`src/rtl/cpu_reg_pkg.sv`:
```
// Shared types and defaults for the cpu_* register-bank responder.
package cpu_reg_pkg;

   typedef enum logic [0:0] {
      ST_IDLE = 1'b0,
      ST_WAIT = 1'b1
   } state_e;

   localparam int IDX_ID     = 0;
   localparam int IDX_STATUS = 1;

   localparam logic [31:0] ID_VALUE_DEF      = 32'hC0DE_0001;
   localparam logic [31:0] DEFAULT_RDATA_DEF = 32'hDEAD_BEEF;

   function automatic int idx_width(input int n);
      return (n <= 1) ? 1 : $clog2(n);
   endfunction

endpackage

```
`src/rtl/cpu_reg_responder.sv`:
```
// Register-bank target for the cpu_* request/response handshake: one access at a time,
// fixed wait latency, ID/status read-only words followed by read-write registers.
module cpu_reg_responder
   import cpu_reg_pkg::*;
#(
   parameter int                ADDR_WIDTH    = 32,
   parameter int                DATA_WIDTH    = 32,
   parameter int                NUM_REGS      = 8,
   parameter int                ADDR_LSB      = 2,
   parameter int                WAIT_CYCLES   = 0,
   parameter logic [DATA_WIDTH-1:0] ID_VALUE      = ID_VALUE_DEF,
   parameter logic [DATA_WIDTH-1:0] RESET_VALUE   = '0,
   parameter logic [DATA_WIDTH-1:0] DEFAULT_RDATA = DEFAULT_RDATA_DEF
) (
   input  logic                           cpu_s_clk,
   input  logic                           cpu_s_reset,
   input  logic                           cpu_s_write,
   input  logic                           cpu_s_read,
   input  logic [ADDR_WIDTH-1:0]          cpu_s_address,
   input  logic [DATA_WIDTH-1:0]          cpu_s_write_data,
   output logic [DATA_WIDTH-1:0]          cpu_s_read_data,
   output logic                           cpu_s_access_ready,
   output logic                           cpu_s_access_complete,
   input  logic [DATA_WIDTH-1:0]          status_in,
   output logic [NUM_REGS*DATA_WIDTH-1:0] reg_q,
   output logic [NUM_REGS-1:0]            reg_wr_pulse
);

   localparam int          IDX_W    = idx_width(NUM_REGS);
   localparam int          HI_W     = ADDR_WIDTH - ADDR_LSB - IDX_W;
   localparam int          NUM_RW   = NUM_REGS - 2;
   localparam logic [7:0]  WAIT_CNT = 8'(WAIT_CYCLES);

   state_e                  state_q, state_d;
   logic [7:0]              cnt_q, cnt_d;
   logic                    is_write_q, is_write_d;
   logic [IDX_W-1:0]        idx_q, idx_d;
   logic                    in_range_q, in_range_d;
   logic [DATA_WIDTH-1:0]   wdata_q, wdata_d;
   logic                    ready_q, ready_d;
   logic                    complete_q, complete_d;
   logic [DATA_WIDTH-1:0]   rdata_q, rdata_d;
   logic [NUM_REGS-1:0]     wr_pulse_q, wr_pulse_d;
   logic [DATA_WIDTH-1:0]   rw_q [NUM_RW];
   logic [DATA_WIDTH-1:0]   rw_d [NUM_RW];

   logic [IDX_W-1:0]        idx_s;
   logic                    in_range_s;
   logic [IDX_W-1:0]        rw_idx_s;
   logic                    is_rw_s;
   logic [DATA_WIDTH-1:0]   read_mux_s;
   logic                    unused_addr_s;

   assign idx_s         = cpu_s_address[ADDR_LSB +: IDX_W];
   assign in_range_s    = (cpu_s_address[ADDR_WIDTH-1 -: HI_W] == '0) && (int'(idx_s) < NUM_REGS);
   assign rw_idx_s      = idx_q - IDX_W'(2);
   assign is_rw_s       = in_range_q && (int'(idx_q) >= 2);
   assign unused_addr_s = ^cpu_s_address[ADDR_LSB-1:0];

   // Read data selection for the captured index; status is sampled at completion.
   always_comb begin
      read_mux_s = DEFAULT_RDATA;
      if (!in_range_q) begin
         read_mux_s = DEFAULT_RDATA;
      end else if (idx_q == IDX_W'(IDX_ID)) begin
         read_mux_s = ID_VALUE;
      end else if (idx_q == IDX_W'(IDX_STATUS)) begin
         read_mux_s = status_in;
      end else begin
         read_mux_s = rw_q[rw_idx_s];
      end
   end

   // FSM next state, request capture and access execution.
   always_comb begin
      state_d    = state_q;
      cnt_d      = cnt_q;
      is_write_d = is_write_q;
      idx_d      = idx_q;
      in_range_d = in_range_q;
      wdata_d    = wdata_q;
      ready_d    = 1'b0;
      complete_d = 1'b0;
      rdata_d    = rdata_q;
      wr_pulse_d = '0;
      rw_d       = rw_q;
      case (state_q)
         ST_IDLE: begin
            if (cpu_s_write || cpu_s_read) begin
               state_d    = ST_WAIT;
               cnt_d      = WAIT_CNT;
               is_write_d = cpu_s_write;
               idx_d      = idx_s;
               in_range_d = in_range_s;
               wdata_d    = cpu_s_write_data;
               ready_d    = 1'b1;
            end else begin
               state_d = ST_IDLE;
            end
         end
         ST_WAIT: begin
            if (cnt_q != 8'd0) begin
               cnt_d = cnt_q - 8'd1;
            end else begin
               state_d    = ST_IDLE;
               complete_d = 1'b1;
               if (is_write_q) begin
                  // Writes to ID/status or outside the bank are silently dropped.
                  if (is_rw_s) begin
                     rw_d[rw_idx_s]    = wdata_q;
                     wr_pulse_d[idx_q] = 1'b1;
                  end else begin
                     wr_pulse_d = '0;
                  end
               end else begin
                  rdata_d = read_mux_s;
               end
            end
         end
         default: begin
            state_d = ST_IDLE;
         end
      endcase
   end

   // State and register bank, synchronously reset.
   always_ff @(posedge cpu_s_clk) begin
      if (cpu_s_reset) begin
         state_q    <= ST_IDLE;
         cnt_q      <= 8'd0;
         is_write_q <= 1'b0;
         idx_q      <= '0;
         in_range_q <= 1'b0;
         wdata_q    <= '0;
         ready_q    <= 1'b0;
         complete_q <= 1'b0;
         rdata_q    <= '0;
         wr_pulse_q <= '0;
         for (int i = 0; i < NUM_RW; i++) begin
            rw_q[i] <= RESET_VALUE;
         end
      end else begin
         state_q    <= state_d;
         cnt_q      <= cnt_d;
         is_write_q <= is_write_d;
         idx_q      <= idx_d;
         in_range_q <= in_range_d;
         wdata_q    <= wdata_d;
         ready_q    <= ready_d;
         complete_q <= complete_d;
         rdata_q    <= rdata_d;
         wr_pulse_q <= wr_pulse_d;
         for (int i = 0; i < NUM_RW; i++) begin
            rw_q[i] <= rw_d[i];
         end
      end
   end

   // Flatten the bank onto reg_q; read-only slots read as zero.
   always_comb begin
      reg_q = '0;
      for (int i = 2; i < NUM_REGS; i++) begin
         reg_q[i*DATA_WIDTH +: DATA_WIDTH] = rw_q[i-2];
      end
   end

   assign cpu_s_read_data       = rdata_q;
   assign cpu_s_access_ready    = ready_q;
   assign cpu_s_access_complete = complete_q;
   assign reg_wr_pulse          = wr_pulse_q;

endmodule
```
`config.mk`:
```
export PLATFORM = sky130hd
export DESIGN_NAME = cpu_reg_responder
export DESIGN_NICKNAME = d
export VERILOG_FILES = /design/src/rtl/cpu_reg_pkg.sv /design/src/rtl/cpu_reg_responder.sv
export SDC_FILE = /design/constraint.sdc
export NUM_CORES = 1
export LEC_CHECK = 0
export ABC_AREA = 1
export CAP_MARGIN = 0
export CORE_ASPECT_RATIO = 0.7
export CORE_MARGIN = 2
export CORE_UTILIZATION = 47
export CTS_BUF_LIST = sky130_fd_sc_hd__clkbuf_16
export DETAILED_ROUTE_END_ITERATION = 10
export PLACE_DENSITY_LB_ADDON = 0.08
export SYNTH_ARGS = -nofsm -noshare
export SYNTH_HDL_FRONTEND = slang
export SYNTH_SLANG_ARGS = --single-unit
```
`constraint.sdc`:
```
create_clock -name cpu_s_clk -period 3.2 [get_ports cpu_s_clk]
set_clock_uncertainty 0.15 [all_clocks]
set_input_delay 0.32 -clock cpu_s_clk [delete_from_list [all_inputs] [get_ports cpu_s_clk]]
set_output_delay 0.32 -clock cpu_s_clk [all_outputs]
set_load 0.02 [all_outputs]
```
---- Yosys cells after proc, flatten, opt, wreduce, memory -nomap -nowiden ----
Index checks and enable logic that the tools add are counted.
cells by class
  $add $sub $neg .......................... 2
  $lt $le $gt $ge ......................... 5
  equal/unequal tests ..................... 3
  mux-type cells .......................... 18
  bitwise operators ....................... 5
  reduce and logical (&&, ||, !) cells .... 14
operators by type and width
  kind                   count
  $bwmux W192            1
  $mux W32               6
  $bmux W32 S3           1
  $demux W32 S3          1
  $logic_not A27 Y1      1
  $mux W8                2
  $pmux W8 S2            1
  $reduce_bool A8 Y1     1
  $sub A8 B1 Y8 const B  1
  $reduce_or A5 Y1       1
  $ge A4 B4 Y1 const B   1
  $lt A3 B4 Y1 const B   1
  $lt A4 B1 Y1 const B   1
  $mux W1                4
  $not A1 Y1             4
  $not A3 Y4             1
  $reduce_and A2 Y1      2
  $reduce_and A4 Y1      1
  $reduce_or A2 Y1       2
  $demux W1 S3           1
  $eq A3 B1 Y1 const B   1
  $ge A3 B1 Y1 const B   1
  $ge A3 B2 Y1 const B   1
  $logic_and A1 B1 Y1    3
  7 further kinds        7
word-level totals
  bits in registers ....................... 280
  input bits .............................. 100
  output and inout port bits .............. 298
  logic and storage cells ................. 63

---- Longest topological paths before layout ----
Gate-level depths: netlist of the first run.
  depth after elaboration ................. 8
  mapped depth ............................ 14
  depth with buffers taken out ............ 13

---- Least setup slack after synthesis of the first run ----
OpenSTA, ideal clock, no wires.
  path kind ............................... register -> register
  start point ............................. register idx_q[1]
  end point ............................... register rdata_q[4], in the netlist cpu_s_read_data[4]
  library setup time ...................... 0.071 ns
  data arrival time ....................... 2.081 ns
  data required time ...................... 2.979 ns
  slack ................................... 0.898 ns
  cell stages (with the launch flop) ...... 13
  path buffers ............................ 3
  period minus slack after synthesis ...... 2.302 ns
  cell sequence ........................... dfxtp_1 -> inv_2 -> clkbuf_1 -> ha_1 -> buf_2 -> nor2_1 -> clkbuf_1 -> nand2_1 -> o21ai_1 -> inv_1 -> a21oi_1 -> nand2_1 -> a21oi_1
between the ends
  cells in the longest elaborated chain, start to end .. 8
  elaborated cells on any way between the ends .. 10
  classes of those cells .................. add/sub: 1; eq/ne: 1; mux: 6; bitwise: 1; reduce/logical: 1
RTL lines
  element                                      RTL line                  RTL
  start, declared                              cpu_reg_responder.sv:37   logic [IDX_W-1:0] idx_q, idx_d;
  start signal, assigned                       cpu_reg_responder.sv:146  idx_q <= idx_d;
  $sub A3 B2 Y3                                cpu_reg_responder.sv:56   assign rw_idx_s = idx_q - IDX_W'(2);
  $not A3 Y4 (implied by the code)             cpu_reg_responder.sv:70   read_mux_s = rw_q[rw_idx_s];
  $bmux W32 S3                                 cpu_reg_responder.sv:70
  $mux W32 (implied by the code) (2 in a row)  cpu_reg_responder.sv:70
  $mux W32                                     cpu_reg_responder.sv:67   end else if (idx_q == IDX_W'(IDX_STATUS)) begin
  $mux W32 (*)                                 cpu_reg_responder.sv:65   end else if (idx_q == IDX_W'(IDX_ID)) begin
  $mux W32 (*)                                 cpu_reg_responder.sv:63   if (!in_range_q) begin
  end signal, assigned                         cpu_reg_responder.sv:151  rdata_q <= rdata_d;
  end, declared                                cpu_reg_responder.sv:42   logic [DATA_WIDTH-1:0] rdata_q, rdata_d;
Every way passes the cells marked *; elsewhere a longest branch is shown, timed or not. The select of a mux whose other input is x is not followed.
A chain may end at the register's enable or synchronous reset.

---- Worst setup path after layout of the first run ----
  start point ............................. register idx_q[2]
  end point ............................... register rw_q, in the netlist reg_q[108]
between the ends
  cells in the longest elaborated chain, start to end .. 7
  elaborated cells on any way between the ends .. 11
  classes of those cells .................. add/sub: 1; order compare: 3; mux: 3; bitwise: 1; reduce/logical: 3
RTL lines
  element                                                             RTL line                  RTL
  $sub A3 B2 Y3                                                       cpu_reg_responder.sv:56
  $not A3 Y4 (implied by the code)                                    cpu_reg_responder.sv:110  rw_d[rw_idx_s] = wdata_q;
  $ge A4 B4 Y1 (implied by the code) or $lt A4 B1 Y1 (tied branches)  cpu_reg_responder.sv:110
  $logic_and A1 B1 Y1 (implied by the code)                           cpu_reg_responder.sv:110
  $mux W32 (implied by the code)                                      cpu_reg_responder.sv:110
  $demux W32 S3                                                       cpu_reg_responder.sv:110
  $bwmux W192                                                         cpu_reg_responder.sv:110
  end signal, assigned by index                                       cpu_reg_responder.sv:154  rw_q[i] <= rw_d[i];
  end, declared                                                       cpu_reg_responder.sv:44   logic [DATA_WIDTH-1:0] rw_q [NUM_RW];
Several ways; a longest one is shown, not always the timed one.

==> flow_summary.rst, run 1 <==
.. list-table::
   :header-rows: 1

   * - Metric
     - Value
   * - Antenna-violating nets left
     - 0
   * - Initial Util
     - 47.9%
   * - Worst flop-to-flop path endpoint
     - reg_q[108]
   * - Crit start category
     - flip-flop
   * - Post-route DRC
     - 0
   * - Vias in the first global route
     - 12000
   * - Worst-Margin Slew
     - 838 ps
   * - Post-synthesis cell area
     - 12800 um2
   * - Global-route wire length before repair
     - 67.6 mm
   * - Final-report hold violation count
     - 0
   * - Status
     - finished, final reports clean
   * - WP buf/inv
     - 5
   * - Leakage power of the design
     - 7.56 nW
   * - Total GRT Usage
     - 30.2%
   * - TritonCTS clock tree
     - done
   * - Power per unit of standard cell area
     - 570 nW/um2
   * - Worst ir drop on vdd
     - 0.512 mV
   * - Router iterations before antenna repair
     - 7
   * - Setup Fix Bufs, Post-CTS
     - 0
   * - RSZ-0062 raised after global routing
     - false
   * - Core Util, Final
     - between 60% and 70%
   * - Share of layout cells above drive strength 1
     - 4.58%
   * - Termination of the worst setup path
     - reg_q[108]
   * - Clk Latency, worst-skew pair
     - around 540 ps
   * - Endpoint arrival time on the critical path
     - ~3000 ps
   * - Area post-placement
     - 16300 um2
   * - Kind of cell with the highest combined delay on the critical path
     - simple AND/OR/NAND/NOR gates
   * - Highest-count cells in the layout ignoring fill and taps
     - 502 x nand2_1, 387 x nor2_1, 331 x clkdlybuf4s50_1, 279 x dfxtp_1, 235 x o21ai_0
   * - Worst setup path start
     - idx_q[2]
   * - Most frequent standard cell in the layout excluding fill and tap cells
     - nand2_1
   * - Detail-routed via count per cell
     - between 5 and 6
   * - Post-cts resize count
     - 0
   * - Number of placed I/O pins
     - 398
   * - Detailed-route wire length
     - 45.5 mm
   * - Max capacitance violation total
     - 0
   * - Total gr overflow
     - 0
   * - Setup Viol. Count Final
     - 0
   * - Max clock buf depth
     - 3
   * - Count of antenna diodes in the layout
     - 0
   * - Logic depth of the worst register-to-register path
     - 14
   * - Number of H-tree levels
     - 1
   * - Proportion of netlist area held by the largest area contributor
     - 43.7%
   * - Highest cell delay on the worst timing path
     - 450 ps
   * - Number of vias after detailed routing
     - 13300
   * - Final Hold Slack
     - between 200 and 300 ps
   * - Yosys warning count
     - 0
   * - Count of mapped cells out of synthesis
     - 1948
   * - Worst Path Max Fanout
     - 32
   * - Endpoint class of the critical path
     - flip-flop
   * - Overall die height
     - between 100 and 150 um
   * - Distinct cell type count of the synthesized netlist
     - 30
   * - Number of buffers inserted during clock tree synthesis
     - 28
   * - Number of placement rows
     - 50
   * - Number of pins exceeding their max-slew limit in the final report
     - 0
   * - Worst path depth
     - 14
   * - Yosys reg bits
     - 280
   * - Hold_sp
     - cpu_s_write_data[29]
   * - Die Width
     - 201 um
   * - Clk sink count
     - between 200 and 300
   * - Synth-to-Final Area Change
     - 34.6%
   * - Critical Path, Cell by Cell
     - inv_1 > ha_1 > inv_2 > nor2_1 > inv_2 > nand2_1 > nand3_1 > nor2_4 > nand2_1 > nor2_4 > buf_4 > nand2_1 > nand2_1 > inv_1
   * - Pin count of the biggest net entering global routing
     - 94
   * - Min-delay worst type
     - primary input to flip-flop
   * - Placeable core area
     - 26800 um2
   * - Number of standard cells in the layout, taps in and fillers out
     - 2611
   * - Worst R2R Setup Slack
     - 490 ps
   * - Leading post-synthesis cells by cell area
     - dfxtp_1 44%, nand2_1 15%, nor2_1 11%
   * - Cts hold-fix bufs
     - 0
   * - Cell chosen for the clock root
     - clkbuf_16
   * - Register area share after synthesis
     - 43.7%
   * - Cell type with the highest aggregate area in the netlist
     - dfxtp_1
   * - Mean post-synth cell area
     - 6.58 um2
   * - Crit-path slowest cell
     - buf_4
   * - Highest achievable clock rate
     - 0.369 GHz
   * - Per-cell routed wire length
     - 17.4 um
   * - DP Wirelength
     - 31.0 mm
   * - Number of placed cells counting well taps
     - 2560
   * - Iteration-0 DRC Markers
     - 951
   * - Final design instance area without fill
     - around 17000 um2
   * - Final critical path time including I/O delays and setup
     - 2710 ps
   * - Crit path top cell by count
     - nand2_1
   * - Antenna violations before repair
     - 1
   * - Final period util
     - 84.7%
   * - Count of buffers from port buffering
     - 331
   * - Worst slew margin
     - 44.1%
   * - Required time reported for the critical path endpoint
     - approximately 3500 ps
   * - Reg-to-reg critical path startpoint
     - idx_q[2]
   * - Die Outline Area
     - around 29000 um2
   * - Worst-path clk slew
     - 70 ps
   * - Placer's final routability congestion estimate
     - 0.877
   * - Critical path class
     - flip-flop to flip-flop
   * - Total negative slack
     - 0 ps
   * - Net count reported at finish
     - 2331
## power by group
| part | total (mW) | switching [mW] | internal, mW |
|---|---|---|---|
| combinational | 2.37 | 1.55 | 0.824 |
| sequential | 4.01 | 0.255 | 3.76 |
| clock | 3.44 | 1.41 | 2.03 |
| total | 9.83 | 3.22 | 6.62 |
## routing by layer
layer	track usage (%)	vias up	wire [um]
met3	7.07	86	4420
met5	0	-	13
li1	-	6498	-
met2	47.7	588	20100
met1	41.0	6083	19600
met4	9.37	2	1360
## tightest hold or removal path, cell delays in order
cell             delay, ps
clkdlybuf4s50_1        390
o21ai_0                150
a21oi_1                 40
## worst min path at each step
stage                   to  slack [ps]  depth (start not counted)
2_1_floorplan     cnt_q[1]         290                          2
3_3_place_gp      cnt_q[1]         300                          2
3_5_place_dp      cnt_q[1]         300                          2
4_1_cts        wdata_q[29]         250                          3
5_1_grt        wdata_q[14]         290                          3
6_report       wdata_q[29]         260                          3
## cell type report
type                       instances  area (um2)
timing repair buffer             364        3650
fill                            2521        9530
tap                              364         455
clock buffer                      29         726
multi-input combinational       1389        5970
clock inverter                    22         223
inverter                         163         617
sequential                       280        5610
## registers in the layout, indices dropped and copies added (netlist names)
signal	cells
is_write_q	1
reg_q	192
wdata_q	32
reg_wr_pulse	8
idx_q	3
cpu_s_access_complete	1
cpu_s_read_data	32
cnt_q	8
state_q	1
cpu_s_access_ready	1
in_range_q	1
## metrics by stage
step	setup WS, ps	power [mW]
3_5_place_dp	557	6.43
2_1_floorplan	898	5.44
6_report	489	9.83
4_1_cts	544	9.85
3_3_place_gp	621	6.39
5_1_grt	235	10.3
## Yosys cell counts, drive strengths merged
cell type	n
a21oi	92
a22oi	18
a31oi	1
buf	88
clkbuf	92
clkinv	1
conb	1
dfxtp	280
ha	5
inv	162
nand2	505
nand3	18
nand3b	2
nand4	4
nor2	396
nor3	7
nor4	5
o21a	4
o21ai	261
or2	1
xnor2	1
xor2	4
## cells by family after synthesis
group | synth area share (%)
other | 0.0293
AOI/OAI and AO/OA | 15.1
adders and majority gates | 0.488
buffers and inverters | 12.2
xor gates and xnor gates | 0.342
DFF | 43.7
and+or+nand+nor | 28.1
No activity file was read; power rests on OpenSTA's default activity.
==> run 2: changes to the inputs <==
CORE_UTILIZATION = 43   (was 47)
clock period = 2.3 ns   (was 3.2 ns; I/O delays follow)
==> run 2 against run 1 <==
Net effect:
- sequential cell count did not move
- global-route usage fell by 0.93 points
- clock power rose by 27%
- final area rose by 2.5%
- sequential share of layout area fell by 0.78 points
- via count rose by 0.97%
- critical path depth rose by 1
- power rose by 37%
==> flow_summary.rst, run 2 (synthesis results as in run 1) <==
.. list-table::
   :header-rows: 1

   * - Metric
     - Value
   * - Status
     - finished, final reports clean
   * - Internal power
     - between 8 and 9 mW
   * - Number of H-tree levels
     - 1
   * - Area occupied by multi-input gates
     - 6020 um2
   * - TritonCTS clock tree
     - done
   * - Number of pins exceeding their max-slew limit in the final report
     - 0
   * - Count of buffers from port buffering
     - 331
   * - Hold_sp
     - cpu_s_write_data[14]
   * - Antenna violations before repair
     - 2
   * - Share of layout cells above drive strength 1
     - 6.47%
   * - Total GRT Usage
     - about 30%
   * - Router iterations before antenna repair
     - 6
   * - Number of placement rows
     - 52
   * - Antenna-violating nets left
     - 0
   * - Crit-path slowest cell
     - dfxtp_1
   * - Die Width
     - 210 um
   * - Number of flip-flops under the largest register name
     - 192
   * - Critical Path, Cell by Cell
     - inv_2 > ha_2 > inv_2 > nor2_4 > inv_2 > nand2_1 > nand3_2 > nor2_4 > buf_4 > nand4_1 > buf_4 > bufbuf_16 > nand2_1 > nand2_1 > inv_1
   * - Number of vias after detailed routing
     - approximately 13000
   * - Worst hold path depth
     - 3
   * - Die Outline Area
     - 31200 um2
   * - DP Wirelength
     - about 33 mm
   * - Worst slew margin
     - 60.5%
   * - Post-route DRC
     - 0
   * - Count of antenna diodes in the layout
     - 0
   * - Worst path depth
     - 15
   * - Final Hold Slack
     - 146 ps
   * - Switching share of power
     - between 30% and 40%
   * - Required time reported for the critical path endpoint
     - 2660 ps
   * - Worst Path Max Fanout
     - 16
   * - Most frequent standard cell in the layout excluding fill and tap cells
     - nand2_1
   * - Layer with the highest usage after global routing
     - met2
   * - RSZ-0062 raised after global routing
     - false
   * - Final critical path time including I/O delays and setup
     - 2220 ps
   * - Worst ir drop on vdd
     - 0.458 mV
   * - Clk Latency, worst-skew pair
     - 560 ps
   * - Min-delay worst type
     - primary input to flip-flop
   * - Max clock buf depth
     - 3
   * - Crit start category
     - flip-flop
   * - Worst R2R Setup Slack
     - 80 ps
   * - Pin count of the biggest net entering global routing
     - around 100
   * - Met2 track demand over resource in global routing
     - around 46%
   * - Number of buffers inserted during clock tree synthesis
     - 29
   * - Final-report hold violation count
     - 0
   * - Leakage power of the design
     - 7.80 nW
   * - Endpoint arrival time on the critical path
     - 2580 ps
   * - Sequential cell area in the final layout
     - 5610 um2
   * - Iteration-0 DRC Markers
     - 1139
   * - Endpoint class of the critical path
     - flip-flop
   * - Max capacitance violation total
     - 0
   * - Kind of cell with the highest combined delay on the critical path
     - buffers and inverters
   * - Filler Cells Inserted
     - approximately 2800
   * - Highest-count cells in the layout ignoring fill and taps
     - 499 x nand2_1, 386 x nor2_1, 331 x clkdlybuf4s50_1, 278 x dfxtp_1, 230 x o21ai_0
   * - Global-route wire length before repair
     - 70.5 mm
   * - Placeable core area
     - 29100 um2
   * - Initial Util
     - 44.1%
   * - Met1 routing resource usage after global routing
     - 41.1%
   * - Number of placed I/O pins
     - a little under 400
   * - Net count reported at finish
     - 2371
   * - Final period util
     - 96.6%
   * - Fraction of power consumed by sequential logic
     - 41.3%
   * - Total gr overflow
     - 0
   * - Clk sink count
     - 280
   * - Logic depth of the worst register-to-register path
     - 15
   * - Net load switching power
     - 4.60 mW
   * - Highest cell delay on the worst timing path
     - 340 ps
   * - Synth-to-Final Area Change
     - 37.9%
   * - Reg-to-reg critical path startpoint
     - idx_q[2]
   * - Proportion of power drawn by the clock network
     - about a third
   * - Final design instance area without fill
     - 17700 um2
   * - Vias in the first global route
     - 12200
   * - Worst-path clk slew
     - around 60 ps
   * - Detail-routed via count per cell
     - 5.02
   * - Critical path class
     - flip-flop to flip-flop
   * - Met3 Usage GRT
     - around 6%
   * - Worst setup path start
     - idx_q[2]
   * - Gate power share
     - 26.4%
   * - Power per unit of standard cell area
     - 764 nW/um2
   * - Area post-placement
     - 16700 um2
   * - Highest achievable clock rate
     - around 0.45 GHz
   * - Worst-Margin Slew
     - 590 ps
   * - Overall die height
     - 148 um
   * - Cell chosen for the clock root
     - clkbuf_16
   * - Placer's final routability congestion estimate
     - 0.857
   * - Detailed-route wire length
     - 47.6 mm
   * - Setup Viol. Count Final
     - 0
   * - Per-cell routed wire length
     - ~18 um
   * - WP buf/inv
     - 7
-- run 2: layer usage --
layer | part of all wire, % | wire [um]
met3 | 9.1 | 4340
met2 | 45 | 21200
met5 | 0.027 | 13
met4 | 2.1 | 1000
met1 | 44 | 21100
-- run 2: final timing paths --
| check | endpoint |
|---|---|
| max | reg_q[101] |
| min | wdata_q[14] |
| max reg2reg | reg_q[101] |
| min reg2reg | cnt_q[1] |
-- run 2: cell type report --
| cell class | instances | area share (%) |
|---|---|---|
| Clock buffer | 29 | 4.10 |
| Inverter | 163 | 3.49 |
| Multi-Input combinational cell | 1390 | 34.1 |
| Sequential cell | 280 | 31.7 |
| Timing Repair Buffer | 402 | 23.2 |
| Clock inverter | 24 | 0.750 |
| Tap cell | 378 | 2.67 |
-- run 2: repair_timing --
action                                  CTS  global route
endpoints found under the setup margin  111            78
hold buffers                              0             0
gates cloned                              2             0
buffers inserted                          5             2
pin swaps                                 1             1
resized for setup                         9            14
-- run 2: per-stage QoR --
stage	cells	setup WS (ps)	utilization [%]	power, mW	TNS, ps
after floorplan	2012	69.7	-	7.57	0
after global placement	2604	-61.0	57.3	9.07	-1840
after detailed placement	2604	-110	57.3	9.11	-5530
after CTS	2664	17.4	60.6	13.5	0
after global routing	2666	2.94	60.8	14.1	0
final	2666	78.5	60.8	13.5	0
-- run 2: power by group through the flow --
stage | clock [mW] | combinational (mW) | sequential, mW
global route | 4.64 | 3.85 | 5.62
floorplan | 0 | 1.74 | 5.83
global placement | 0 | 3.42 | 5.65
finish | 4.37 | 3.56 | 5.57
detailed placement | 0 | 3.46 | 5.65
CTS | 4.42 | 3.50 | 5.55
-- run 2: worst reg2reg max path, stage by stage (launching register included) --
cell and delay (ps):
dfxtp_1 340, inv_2 80, ha_2 180, inv_2 70
nor2_4 100, inv_2 30, nand2_1 100, nand3_2 110
nor2_4 130, buf_4 120, nand4_1 80, buf_4 200
bufbuf_16 310, nand2_1 70, nand2_1 50, inv_1 40
